`src/rtl/imm_encoder.sv`:
```
// Two-stage RISC-V immediate encoder: merges a signed immediate into a base
// instruction word and flags immediates that the selected format cannot represent.
module imm_encoder #(
    parameter int DATA_WIDTH = 32
) (
    input  logic                  clk,
    input  logic                  rst_n,
    input  logic                  in_valid,
    output logic                  in_ready,
    input  logic [DATA_WIDTH-1:0] in_imm,
    input  logic [2:0]            in_imm_op,
    input  logic [DATA_WIDTH-1:0] in_base,
    output logic                  out_valid,
    input  logic                  out_ready,
    output logic [DATA_WIDTH-1:0] out_instruction,
    output logic                  out_range_err,
    output logic                  err_sticky,
    input  logic                  err_clear,
    output logic [15:0]           enc_count
);

    localparam logic [2:0] OP_I = 3'd0;
    localparam logic [2:0] OP_S = 3'd1;
    localparam logic [2:0] OP_B = 3'd2;
    localparam logic [2:0] OP_U = 3'd3;
    localparam logic [2:0] OP_J = 3'd4;

    // Returns {range_err, instruction}; out-of-range values still get their truncated fields.
    function automatic logic [DATA_WIDTH:0] encode(
        input logic [2:0]            op,
        input logic [DATA_WIDTH-1:0] imm,
        input logic [DATA_WIDTH-1:0] base
    );
        logic [DATA_WIDTH-1:0] inst;
        logic                  err;
        inst = base;
        err  = 1'b1;
        case (op)
            OP_I: begin
                inst = {imm[11:0], base[19:0]};
                err  = (imm[31:11] != {21{imm[11]}});
            end
            OP_S: begin
                inst = {imm[11:5], base[24:12], imm[4:0], base[6:0]};
                err  = (imm[31:11] != {21{imm[11]}});
            end
            OP_B: begin
                inst = {imm[12], imm[10:5], base[24:12], imm[4:1], imm[11], base[6:0]};
                err  = (imm[31:12] != {20{imm[12]}}) || imm[0];
            end
            OP_U: begin
                inst = {imm[31:12], base[11:0]};
                err  = (imm[11:0] != 12'h000);
            end
            OP_J: begin
                inst = {imm[20], imm[10:1], imm[11], imm[19:12], base[11:0]};
                err  = (imm[31:20] != {12{imm[20]}}) || imm[0];
            end
            default: begin
                inst = base;
                err  = 1'b1;
            end
        endcase
        return {err, inst};
    endfunction

    logic                  a_valid_r;
    logic [DATA_WIDTH-1:0] a_inst_r;
    logic                  a_err_r;
    logic                  b_valid_r;
    logic [DATA_WIDTH-1:0] b_inst_r;
    logic                  b_err_r;
    logic                  err_sticky_r;
    logic [15:0]           enc_count_r;

    logic                  accept_s;
    logic                  a_move_s;
    logic                  out_hs_s;
    logic [DATA_WIDTH:0]   enc_s;

    // Handshake qualifiers and combinational encode of the incoming request.
    always_comb begin
        in_ready = !a_valid_r || !b_valid_r || out_ready;
        accept_s = in_valid && in_ready;
        a_move_s = a_valid_r && (!b_valid_r || out_ready);
        out_hs_s = b_valid_r && out_ready;
        enc_s    = encode(in_imm_op, in_imm, in_base);
    end

    // Stage A: captures the encoded word and range flag.
    always_ff @(posedge clk or negedge rst_n) begin
        if (!rst_n) begin
            a_valid_r <= 1'b0;
            a_inst_r  <= '0;
            a_err_r   <= 1'b0;
        end else if (accept_s) begin
            a_valid_r <= 1'b1;
            a_inst_r  <= enc_s[DATA_WIDTH-1:0];
            a_err_r   <= enc_s[DATA_WIDTH];
        end else if (a_move_s) begin
            a_valid_r <= 1'b0;
        end
    end

    // Stage B: output register, holds steady while the consumer stalls.
    always_ff @(posedge clk or negedge rst_n) begin
        if (!rst_n) begin
            b_valid_r <= 1'b0;
            b_inst_r  <= '0;
            b_err_r   <= 1'b0;
        end else if (a_move_s) begin
            b_valid_r <= 1'b1;
            b_inst_r  <= a_inst_r;
            b_err_r   <= a_err_r;
        end else if (out_hs_s) begin
            b_valid_r <= 1'b0;
        end
    end

    // Handshake counter and sticky error; a set in the same cycle as a clear wins.
    always_ff @(posedge clk or negedge rst_n) begin
        if (!rst_n) begin
            enc_count_r  <= 16'h0000;
            err_sticky_r <= 1'b0;
        end else begin
            if (out_hs_s) begin
                enc_count_r <= enc_count_r + 16'h0001;
            end
            if (out_hs_s && b_err_r) begin
                err_sticky_r <= 1'b1;
            end else if (err_clear) begin
                err_sticky_r <= 1'b0;
            end
        end
    end

    assign out_valid       = b_valid_r;
    assign out_instruction = b_inst_r;
    assign out_range_err   = b_err_r;
    assign err_sticky      = err_sticky_r;
    assign enc_count       = enc_count_r;

endmodule

```
`config.mk`:
```
export PLATFORM = sky130hd
export DESIGN_NAME = imm_encoder
export DESIGN_NICKNAME = d
export VERILOG_FILES = /design/src/rtl/imm_encoder.sv
export SDC_FILE = /design/constraint.sdc
export NUM_CORES = 1
export LEC_CHECK = 0
export BUFFER_PORTS_ARGS = -buffer_cell sky130_fd_sc_hd__buf_2
export CELL_PAD_IN_SITES_DETAIL_PLACEMENT = 0
export CELL_PAD_IN_SITES_GLOBAL_PLACEMENT = 2
export CORE_UTILIZATION = 34
export CTS_BUF_LIST = sky130_fd_sc_hd__clkbuf_8 sky130_fd_sc_hd__clkbuf_16
export DETAILED_ROUTE_END_ITERATION = 12
export HOLD_SLACK_MARGIN = 0.1
export PLACE_DENSITY_LB_ADDON = 0.1
export SLEW_MARGIN = 25
export SYNTH_ARGS = -nofsm -noshare
export SYNTH_HDL_FRONTEND = slang
export SYNTH_SLANG_ARGS = --single-unit
```
`constraint.sdc`:
```
create_clock -name clk -period 4.2 [get_ports clk]
set_input_delay 0.21 -clock clk [delete_from_list [all_inputs] [get_ports clk]]
set_output_delay 0.21 -clock clk [all_outputs]
set_load 0.05 [all_outputs]
```
### Word level (Yosys, flattened, before mapping)

Index checks and enable logic that the tools add are counted.

* output and inout bits: 52
* register bits after elaboration: 85

* reduce and logical (&&, ||, !) cells: 17
* add/subtract/negate cells: 1
* equality and inequality tests: 7
* mux-type cells: 8

Operator list (number)
* case mux 32 bit (5 select lines): 1
* != test 20 bit: 1
* != test 19 bit: 1
* adder 16 x 1 -> 16 bit (second input constant): 1
* nonzero test 12 bit: 1
* != test 11 bit: 1
* == test 3 x 2 -> 1 bit (second input constant): 2
* two-way mux 1 bit: 6
* nonzero test 2 bit: 3
* logical OR 1 bit: 5
* logical AND 1 bit: 4
* case mux 1 bit (4 select lines): 1
* == test 3 x 1 -> 1 bit (second input constant): 1
* == test 3 bit (second input constant): 1
* zero test 3 bit: 1
* zero test 1 bit: 2
* OR reduction 2 bit: 1

### Longest topological paths before layout

* depth after elaboration: 5
* depth in mapped cells: 7
* depth with buffers taken out: 5

### Worst setup path before layout

Ideal clock, no wire load.

* kind: flip-flop to flip-flop
* start point: register b_valid_r, in the netlist out_valid
* end point: register a_inst_r[30]
* cell stages (with the launch flop): 7
* clock period less this slack: 2.224 ns
* arrival: 2.128 ns
* data required time: 4.105 ns
* path buffers: 2
* path slack: 1.976 ns
* cells stage by stage: dfrtp_1 > nand3b_1 > nand2_1 > buf_2 > clkbuf_1 > nand2_1 > o31ai_1

* cells in the longest elaborated chain, start to end: 4

RTL lines
* from (decl): RTL line 70 `logic b_valid_r;`
* from (signal assigned): RTL line 108 `b_valid_r <= 1'b0;`
* from (signal assigned): RTL line 112 `b_valid_r <= 1'b1;`
* from (signal assigned): RTL line 116 `b_valid_r <= 1'b0;`
* zero test 1 bit: RTL line 83 `in_ready = !a_valid_r || !b_valid_r || out_ready;`
* logical OR 1 bit (2 in series): RTL line 83
* net in_ready: RTL line 9 `output logic in_ready,`
* logical AND 1 bit: RTL line 84 `accept_s = in_valid && in_ready;`
* to (signal assigned): RTL line 98 `a_inst_r <= enc_s[DATA_WIDTH-1:0];`
* to (decl): RTL line 68 `logic [DATA_WIDTH-1:0] a_inst_r;`

The timed path passes the listed nets, and every way through them passes these cells.
A chain may end at the register's enable or synchronous reset.

### Worst setup path after layout

* start point: register b_valid_r, in the netlist out_valid
* end point: register enc_count_r[12], in the netlist enc_count[12]

* cells in the longest elaborated chain, start to end: 1

RTL lines
* logical AND 1 bit: RTL line 86 `out_hs_s = b_valid_r && out_ready;`
* to (signal assigned): RTL line 127 `enc_count_r <= enc_count_r + 16'h0001;`
* to (decl): RTL line 74 `logic [15:0] enc_count_r;`

Every way passes these cells.

==> reports/results.tsv <==
metric	value	unit
num ports	124	
Static Leak	2.44	nW
antenna-violating nets left	0	
DP HPWL	7.43	mm
Post-CTS Resized	0	
worst skew pair latency	0.34	ns
CP cell instances	and2_1 > nand2_1 > nor4_1 > nand3_1 > xnor2_1	
VDD IR-drop max	0.339	mV
Final Skew	0.00277	ns
htree depth	3	
worst reg-to-reg path cell count	5	
vias in the first global route	3081	
global-route wire length before repair	16.2	mm
hold depth	3	
Final Hold Viols	0	
critical path depth	5	
WL final	10.3	mm
Initial Util	0.349	
RSZ-0062 raised after global routing	no	
sequential area share after synthesis	0.533	
run status	finished, final reports clean	
highest cell delay on the worst timing path	0.52	ns
ANT cells	0	
Final setup viols	0	
antenna violations before repair	0	
synthesis-to-layout area growth	29.3	%
minimum clock period	1.71	ns
first-pass iteration count of the detailed router	4	
HP Class	input port to flop	
CTS buffer count	9	
Setup crit end kind	flop	
Ys Warns	0	
Critical path buffers and inverters	0	
DR iter-0 viols	137	
gpl congestion	0.833	
Max-Cap Viols	0	
Final Max Slew Viols	0	
WP data required	4.43	ns
DR WL/cell	16.1	µm
worst setup path class	flop to flop	
total die area	0.0122	mm²
DR vias	3208	
Die W	110	µm
number of cell rows	39	
Cells after Synth	365	
largest net degree at the start of global routing	59	
residual DRC count	0	
setup_tns	0	ns
power density over cell area	553	mW/mm²
fin util	0.452	
CP top delay family	simple AND/OR/NAND/NOR gates	
Post CTS Setup Buffer Count	0	
Mapped Nets	438	
Worst-Margin Slew	0.673	ns
Overall Global Routing Usage	0.181	
flop and latch count out of synthesis	85	
fmax	584	MHz
Arr. time, crit path	1.94	ns
Reg clk slew, reported paths	0.06	ns
# nets final	567	
CTS max path bufs	2	
Vias/cell	5.00	
Synth Area per Inst	10.9	µm²
synthesized area	0.00399	mm²
CTS tree	done	
crit-path max FO	5	
Die Ht	110	µm
Synth cell types	41	
fin crit share	0.408	
core box area	0.0114	mm²
Worst path slowest cell	nor4_1	
PortBufs	123	
Max-slew headroom	0.549	
Filler Cell Count	1148	
clock root cell	clkbuf_16	
Setup crit start kind	flop	
total grt overflow	0	
clock sinks	85	
layout cells sized above 1	0.387	
[area by class of cell]
type	count	area, µm²	share of cell area
flip-flops and latches	85	2130	0.412
clock inverters	5	75.1	0.0146
inverters	4	15.0	0.00291
multi-input cells	259	1780	0.345
clock buffers	11	253	0.0490
well taps	143	179	0.0347
repair buffers	135	731	0.142
[Yosys cell counts]
library cell | count | area [µm²]
xor2_1 | 5 | 43.8
nor2_1 | 25 | 93.8
or3_1 | 2 | 12.5
nand2_2 | 1 | 6.26
inv_1 | 4 | 15.0
and4bb_1 | 1 | 12.5
mux2i_1 | 13 | 130
o211ai_1 | 2 | 15.0
clkbuf_1 | 6 | 22.5
dfrtp_1 | 85 | 2130
buf_1 | 1 | 3.75
ha_1 | 1 | 12.5
mux2_2 | 45 | 507
nor3_2 | 1 | 10.0
nor3b_1 | 1 | 7.51
o311ai_2 | 1 | 16.3
o31ai_1 | 6 | 45.0
and4_1 | 1 | 8.76
nand4_1 | 8 | 50.1
o22ai_1 | 8 | 50.1
a31oi_1 | 1 | 6.26
buf_2 | 10 | 50.1
o21ai_1 | 1 | 5.00
nand2b_1 | 5 | 31.3
or4_4 | 3 | 33.8
a221oi_1 | 1 | 8.76
xnor2_1 | 11 | 96.3
nand3_1 | 6 | 30.0
o21ai_0 | 23 | 115
a22o_1 | 1 | 8.76
or4_1 | 1 | 7.51
and2_1 | 2 | 12.5
or2_1 | 1 | 6.26
nor3_1 | 6 | 30.0
nand2_1 | 45 | 169
nor4_1 | 9 | 56.3
a2bb2oi_1 | 1 | 8.76
o221ai_2 | 1 | 15.0
a22oi_1 | 1 | 7.51
nand3b_1 | 3 | 22.5
a21oi_1 | 16 | 80.1
[timing repair]
action,4_1_cts,5_1_grt
endpoints found under the setup margin,0,0
hold endpoints to repair,46,0
hold buffers,9,0
[tightest hold or removal path: cells and delay by family]
kind                   cells  cell delay [ns]
buffers and inverters      1             0.07
AOI/OAI and AO/OA          2             0.17
[flip-flops by register name, summed over array words and instances (netlist names)]
name             count
out_range_err        1
err_sticky           1
enc_count           16
out_valid            1
a_err_r              1
a_inst_r            32
a_valid_r            1
out_instruction     32
[power breakdown]
group          switching [W]  internal, W
clock network       0.000323     0.000549
registers           0.000100     0.000984
logic               0.000631     0.000263
total                0.00105      0.00180
[final timing paths]
kind,from,endpoint,slack (ns)
worst max-delay path,out_valid$_DFFE_PN0P_,enc_count[12]$_DFFE_PN0P_,2.49
worst min-delay path,in_base[8],a_inst_r[8]$_DFFE_PN0P_,0.15
worst max register to register,out_valid$_DFFE_PN0P_,enc_count[12]$_DFFE_PN0P_,2.49
worst min register to register,a_inst_r[8]$_DFFE_PN0P_,a_inst_r[8]$_DFFE_PN0P_,0.48
max in group asynchronous,rst_n,a_inst_r[18]$_DFFE_PN0P_,2.81
min in group asynchronous,rst_n,enc_count[8]$_DFFE_PN0P_,0.38
[through the flow]
stage,std cells,hold WS [ns],worst slack (ns),instance area [µm²],power [W]
final,642,0.147,2.49,5160,0.00285
after global routing,642,0.156,2.32,5160,0.00300
after CTS,642,0.139,2.24,5150,0.00289
after detailed placement,617,0.222,2.25,4740,0.00200
after global placement,617,0.216,2.29,4740,0.00199
after floorplan,365,-0.0856,1.98,3990,0.00174
[layout by cell type (no fill, tap or decap), drive strengths merged, types with 2 or more instances in the layout]
cell and instances:
nor4 9, nor3 7, and2 2, dfrtp 85, nand3 6, dlygate4sd3 9
xnor2 11, nand3b 3, nand2 46, mux2i 13, or3 2, nand2b 5
or4 4, bufinv 2, buf 126, inv 6, o31ai 6, clkbuf 11
o211ai 2, mux2 45, nand4 8, nor2 25, o21ai 24, a21oi 16
o22ai 8, xor2 5
[routing by layer]
| metal | vias to the layer above | routed length (µm) | track usage |
|---|---|---|---|
| met1 | 1532 | 4920 | 0.241 |
| li1 | 1570 | - | - |
| met2 | 91 | 4710 | 0.277 |
| met3 | 15 | 469 | 0.0364 |
| met5 | - | 0 | 0 |
| met4 | 0 | 239 | 0.0949 |
[cell families (layout without fill, tap and decap cells)]
kind of cell	count (synthesis)	count (layout)	share of synthesized area
buffers and inverters	21	155	0.0229
adders and majority gates	1	1	0.00314
and+or+nand+nor	121	121	0.151
xor gates and xnor gates	16	16	0.0351
DFF	85	85	0.533
AOI/OAI and AO/OA	63	63	0.0956
muxes	58	58	0.160
No activity file was read; power rests on OpenSTA's default activity.
